$ cat src/rtl/counter_timer_ctrl.sv
// Programmable timer: a prescaled up-counter sequenced by an IDLE/RUN/DONE controller,
// with a valid/ready configuration port, a one-cycle expiry tick and a sticky interrupt.
module counter_timer_ctrl #(
  parameter int COUNTER_WIDTH  = 32,
  parameter int PRESCALE_WIDTH = 8
) (
  input  logic                      clk,
  input  logic                      rst,
  input  logic                      cfg_valid,
  output logic                      cfg_ready,
  input  logic [COUNTER_WIDTH-1:0]  cfg_period,
  input  logic [PRESCALE_WIDTH-1:0] cfg_prescale,
  input  logic                      cfg_periodic,
  input  logic                      start,
  input  logic                      stop,
  output logic [COUNTER_WIDTH-1:0]  cnt,
  output logic                      tick,
  output logic                      busy,
  output logic                      done,
  output logic                      irq,
  input  logic                      irq_clear
);

  typedef enum logic [1:0] {
    S_IDLE = 2'd0,
    S_RUN  = 2'd1,
    S_DONE = 2'd2
  } state_e;

  state_e                    state_q;
  logic [COUNTER_WIDTH-1:0]  cnt_q;
  logic [COUNTER_WIDTH-1:0]  period_q;
  logic [PRESCALE_WIDTH-1:0] prescale_q;
  logic [PRESCALE_WIDTH-1:0] psc_q;
  logic                      periodic_q;
  logic                      tick_q;
  logic                      irq_q;

  logic cfg_fire;
  logic step;
  logic expire;

  // A stop on the same edge suppresses the step, so an aborted run never ticks.
  assign cfg_fire = cfg_valid && (state_q != S_RUN);
  assign step     = (state_q == S_RUN) && !stop && (psc_q == prescale_q);
  assign expire   = step && (cnt_q == period_q);

  always_ff @(posedge clk) begin
    if (!rst) begin
      state_q    <= S_IDLE;
      cnt_q      <= '0;
      period_q   <= '1;
      prescale_q <= '0;
      psc_q      <= '0;
      periodic_q <= 1'b0;
      tick_q     <= 1'b0;
      irq_q      <= 1'b0;
    end else begin
      tick_q <= expire;

      if (cfg_fire) begin
        period_q   <= cfg_period;
        prescale_q <= cfg_prescale;
        periodic_q <= cfg_periodic;
      end

      unique case (state_q)
        S_RUN: begin
          if (stop) begin
            state_q <= S_IDLE;
          end else if (step) begin
            psc_q <= '0;
            if (!expire) begin
              cnt_q <= cnt_q + 1'b1;
            end else if (periodic_q) begin
              cnt_q <= '0;
            end else begin
              state_q <= S_DONE;
            end
          end else begin
            psc_q <= psc_q + 1'b1;
          end
        end
        default: begin
          // IDLE and DONE: a start launches with whatever config is latched on this edge.
          if (stop) begin
            state_q <= S_IDLE;
          end else if (start) begin
            state_q <= S_RUN;
            cnt_q   <= '0;
            psc_q   <= '0;
          end
        end
      endcase

      if (expire) begin
        irq_q <= 1'b1;
      end else if (irq_clear) begin
        irq_q <= 1'b0;
      end
    end
  end

  assign cnt       = cnt_q;
  assign tick      = tick_q;
  assign irq       = irq_q;
  assign busy      = (state_q == S_RUN);
  assign done      = (state_q == S_DONE);
  assign cfg_ready = (state_q != S_RUN);

endmodule

$ cat config.mk
export PLATFORM = sky130hd
export DESIGN_NAME = counter_timer_ctrl
export DESIGN_NICKNAME = d
export VERILOG_FILES = /design/src/rtl/counter_timer_ctrl.sv
export SDC_FILE = /design/constraint.sdc
export NUM_CORES = 1
export LEC_CHECK = 0
export ABC_AREA = 1
export BUFFER_PORTS_ARGS = -buffer_cell sky130_fd_sc_hd__buf_2
export CAP_MARGIN = 40
export CORE_ASPECT_RATIO = 1.75
export CORE_MARGIN = 2
export CORE_UTILIZATION = 30
export CTS_BUF_LIST = sky130_fd_sc_hd__clkbuf_4
export DETAILED_ROUTE_END_ITERATION = 6
export PLACE_DENSITY = 0.54
export SETUP_SLACK_MARGIN = 0.2
export SLEW_MARGIN = 20
export SYNTH_ARGS = -nofsm -noshare
export SYNTH_HDL_FRONTEND = slang
export SYNTH_SLANG_ARGS = --single-unit
$ cat constraint.sdc
create_clock -name clk -period 1.72 [get_ports clk]
set_clock_uncertainty 0.05 [all_clocks]
set_input_delay 0.344 -clock clk [delete_from_list [all_inputs] [get_ports clk]]
set_output_delay 0.344 -clock clk [all_outputs]
set_load 0.05 [all_outputs]
; ---- After elaboration in Yosys (flattened, before gate mapping)
; Cells that the tools add are included.
[totals]
inputBits = 47
out_inout_bits = 37
reg_bits = 85
[classes]
eq_ne = 10
muxes = 21
n_addsub = 2
bitwise = 1
n_reduce_logical = 11
[ops]
columns = cell, n
row1 = 32-bit two-way mux, 7
row2 = 8-bit two-way mux, 5
row3 = "32-bit by 1-bit adder with 32-bit output, second input constant", 1
row4 = 32-bit equality test, 1
row5 = 2-bit two-way mux, 7
row6 = "8-bit by 1-bit adder with 8-bit output, second input constant", 1
row7 = 8-bit equality test, 1
row8 = 4-bit AND reduction, 2
row9 = "3-bit by 2-bit inequality test with 1-bit output, second input constant", 2
row10 = "3-bit inequality test, second input constant", 2
row11 = 1-bit logical AND, 4
row12 = "2-bit by 1-bit inequality test with 1-bit output, second input constant", 2
row13 = 2-bit nonzero test, 2
row14 = 3-bit nonzero test, 1
row15 = "2-bit by 1-bit equality test with 1-bit output, second input constant", 1
row16 = "2-bit equality test, second input constant", 1
row17 = 1-bit two-way mux, 2
row18 = 2-bit AND reduction, 1
row19 = 1-bit zero test, 1
row20 = 1-bit NOT, 1

; ---- Logic depth before layout (Yosys ltp)
[depth]
ltp_word = 8
depth_mapped = 15
depth_no_buf = 14

; ---- Worst setup path before layout
; No wires, ideal clock.
[synth_path]
path_kind = reg-to-reg
startpoint = reg cnt_q[1] (netlist: cnt[1])
endpoint = reg cnt_q[16] (netlist: cnt[16])
slack_ns = -0.461
arrival_time_ns = 2.021
required_ns = 1.560
setup_ns = 0.110
period_less_slack_ns = 2.181
path_stages_with_launch = 15
path_cell_list = dfxtp_1 ha_1 nand2_1 inv_1 nand2_1 nor2_2 nand2_1 inv_2 nand2_1 nor2_1 nand2_1 nand3_1 nand3_1 nand2_1 nor2_1
[synth_via]
elab_chain_len = 6
elab_cells_between_ends = 9
[synth_lines]
columns = item, line
row1 = from (decl), 31  ; logic [COUNTER_WIDTH-1:0] cnt_q;
row2 = from (signal assigned), 74  ; cnt_q <= cnt_q + 1'b1;
row3 = branches (longest 6 deep; another with 32-bit by 1-bit adder with 32-bit output), n/a
; Several ways; the timed one is not identified. The select of a mux whose other input is x is not followed.
; A chain may end at the register's enable or synchronous reset.

; ---- Final worst setup path
[layout_path]
startpoint = reg period_q[27]
endpoint = reg cnt_q[12] (netlist: cnt[12])
[layout_via]
elab_chain_len = 6
elab_cells_between_ends = 8
[layout_lines]
columns = item, line
row1 = from (decl), 32  ; logic [COUNTER_WIDTH-1:0] period_q;
row2 = from (signal assigned), 62  ; period_q <= cfg_period;
row3 = 32-bit equality test *, 46  ; assign expire = step && (cnt_q == period_q);
row4 = 1-bit logical AND *, 46
row5 = 32-bit two-way mux, 73  ; if (!expire) begin
row6 = 32-bit two-way mux, 71  ; end else if (step) begin
row7 = 32-bit two-way mux, 69  ; if (stop) begin
row8 = 32-bit two-way mux, 67  ; unique case (state_q)
; Every way passes the cells marked *; elsewhere a longest branch is shown, timed or not. The select of a mux whose other input is x is not followed.

==> impl_metrics.ini <==
[status]
status = complete, but fails checks
violations = negative setup slack

[grt]
antenna_found_initial = 1
grt_usage_pct = 20.0
grt_pass1_vias = 6056
overflow = 0
grt_start_max_net_pins = 43
grt_pass1_wl_um = 29700

[yosys]
synthTopCellsByCount = nand2_1, nor2_1, inv_1, dfxtp_1, nand3_1
synthCells = 883
ys_warn_count = 0
async_flop_share_pct = 0
synth_top_area_share_pct = 32.2
synth_area_leaders = dfxtp_1, nand2_1, nor2_1
syn-num-nets = 932
synth-edff-count = 0
yosysUniqueCellTypes = 31
yosys_register_bits = 85
netlist_area_mm2 = 0.00528
yosysMostFrequentCell = nand2_1
synth-main-ff-cell = dfxtp_1
yosys.area.top_type = dfxtp_1
yosysSeqAreaShare_pct = 32.2
synth.avg_cell_area_um2 = 5.98

[timing]
whs_ns = 0.0133
finalWorstSetupSlack_ns = -0.270
hold_viol_final = 0
tightest_slew_ns = 0.500
period_minus_slack_ns = 1.99
setup_viol = 34
slew_headroom_pct = 66.4
period_share_pct = 116
rsz0062_at_grt = true
finalMaxSlewViolations = 0
fmax_ghz = 0.503

[clocking]
clockBufferDepth = 2
cts_tree = done
numCtsBuffers = 9
root_buffer = clkbuf_4
cts_sinks = 85
clkSlewWorstSetupHoldPaths_ns = 0.15
clkLatencyLatePin_ns = 0.49
h-tree-depth = 3

[detailed_routing]
routed_wl_um = 20000
viasPerCell = 4.60
avgRoutedWirePerCell_um = 14.2
dr_total_vias = 6464
dr.pass1.iters = 5
final_antenna_net_count = 0
drt_iter0_drc = 301
drc = 0

[floorplanning]
io-pin-count = 84
chipWidth_um = 104
rows = 64
coreArea_mm2 = 0.0174
chipHeight_um = 180
die_area_mm2 = 0.0187
initial_core_util_pct = 30.4

[worst_setup_path]
cp_data_required_time_ns = 2.07
crit_type = reg -> reg
crit_path_start_kind = flop
crit_path_max_fanout = 8
cp_data_arrival_time_ns = 2.34
end_kind = flop

[power_and_ir_drop]
peakVddDrop_mv = 0.254
p_leak_nw = 4.27
p_total_mw = 4.56
powerDensity_mw_per_mm2 = 503

[final_layout]
area_growth_pct = 71.6
drive_above_1_share_pct = 43.3
fin_area_mm2 = 0.00906
layout.nets = 1217

[place]
finalWeightedCongestion = 0.962
dpl.hpwl_um = 14000
place.port_buffers = 83
place_area_mm2 = 0.00733

[worst_hold_path]
min_path_type = in -> reg

[job]
drv_cap = 0
## worst max-delay path: stages, from the launching register on
cell and delay (ns):
dfxtp_2 0.37, inv_1 0.05, nand2_1 0.07, nand2_1 0.06
nor2_1 0.11, nand2_1 0.09, nor2_2 0.18, nand2_2 0.09
nor2_4 0.16, nand3_4 0.12, clkbuf_16 0.20, buf_6 0.15
nand3_1 0.07, nand2_1 0.05, inv_1 0.04, nor2_1 0.03
## path summary, 6_finish.rpt
| path | slack [ns] | depth (start not counted) | startpoint | endpoint |
|---|---|---|---|---|
| setup / recovery | -0.27 | 15 | period_q[27]$_SDFFE_PN1P_ | cnt[12]$_SDFFE_PN0P_ |
| hold / removal | 0.01 | 3 | cfg_period[31] | period_q[31]$_SDFFE_PN1P_ |
| setup reg to reg | -0.27 | 15 | period_q[27]$_SDFFE_PN1P_ | cnt[12]$_SDFFE_PN0P_ |
| hold reg to reg | 0.43 | 2 | prescale_q[2]$_SDFFE_PN0P_ | prescale_q[2]$_SDFFE_PN0P_ |
## cell type report
class                   instances  area, um^2
fillers                      1742        8310
clock buffers                   9        67.6
diodes                          1        2.50
repair buffers                306        2800
flip-flops and latches         85        1860
well taps                     231         289
multi-input cells             638        3490
inverters                     128         495
clock inverters                 7        63.8
## cell usage in the layout (no fill, tap or decap), drive strengths merged, types with 2 or more instances in the layout
cell and count:
a21oi 18, and3 3, buf 283, clkbuf 15, clkinv 3, dfxtp 85, dlygate4sd3 16, ha 2
inv 130, nand2 299, nand3 83, nand4 15, nor2 130, nor3 11, nor3b 4, nor4 2
o211ai 29, o21ai 12, xnor2 11, xor2 16
## state kept, by name, summed over array words and instances, names as in the netlist
register    flops
period_q       32
state_q         2
psc_q           8
cnt            32
periodic_q      1
tick            1
prescale_q      8
irq             1
## stage by stage
stage / std cells / util (%) / setup TNS [ns] / setup slack [ns]
2_1_floorplan: 883 / - / -0.00176 / -0.00176
3_3_place_gp: 1329 / 42.2 / -6.86 / -0.253
3_5_place_dp: 1329 / 42.2 / -6.77 / -0.230
4_1_cts: 1375 / 47.9 / -5.44 / -0.217
5_1_grt: 1405 / 52.2 / -10.62 / -0.361
6_report: 1405 / 52.2 / -7.29 / -0.270
## repair_timing
action | 4_1_cts | 5_1_grt
endpoints found under the setup margin | 79 | 76
endpoints found under the hold margin | 15 | 1
gates cloned | 2 | 9
buffers inserted | 13 | 19
pin swaps | 16 | 45
hold buffers | 15 | 1
resized for setup | 171 | 119
## routing by layer
layer | global-route usage (%) | up-vias | part of all wire (%)
met5 | 0 | - | 0
met4 | 9.84 | 0 | 5.3
met3 | 2.86 | 54 | 3.7
met2 | 38.5 | 161 | 55
met1 | 20.7 | 2926 | 36
li1 | - | 3323 | -
## power breakdown
group	internal (mW)	switching (mW)
combinational	0.580	0.622
clock	0.435	0.784
sequential	2.04	0.0959
total	3.06	1.50
## cells by family (layout without fill, tap and decap cells)
| family | Yosys count | in the layout | share of synthesized area [%] |
|---|---|---|---|
| and+or+nand+nor | 547 | 549 | 43.6 |
| adders and majority gates | 2 | 2 | 0.474 |
| buffers and inverters | 162 | 450 | 12.1 |
| DFF | 85 | 85 | 32.2 |
| other | 0 | 1 | 0 |
| xor gates and xnor gates | 27 | 27 | 4.48 |
| AOI/OAI and AO/OA | 60 | 60 | 7.11 |
Note: power is estimated with default switching activity, not from simulation.
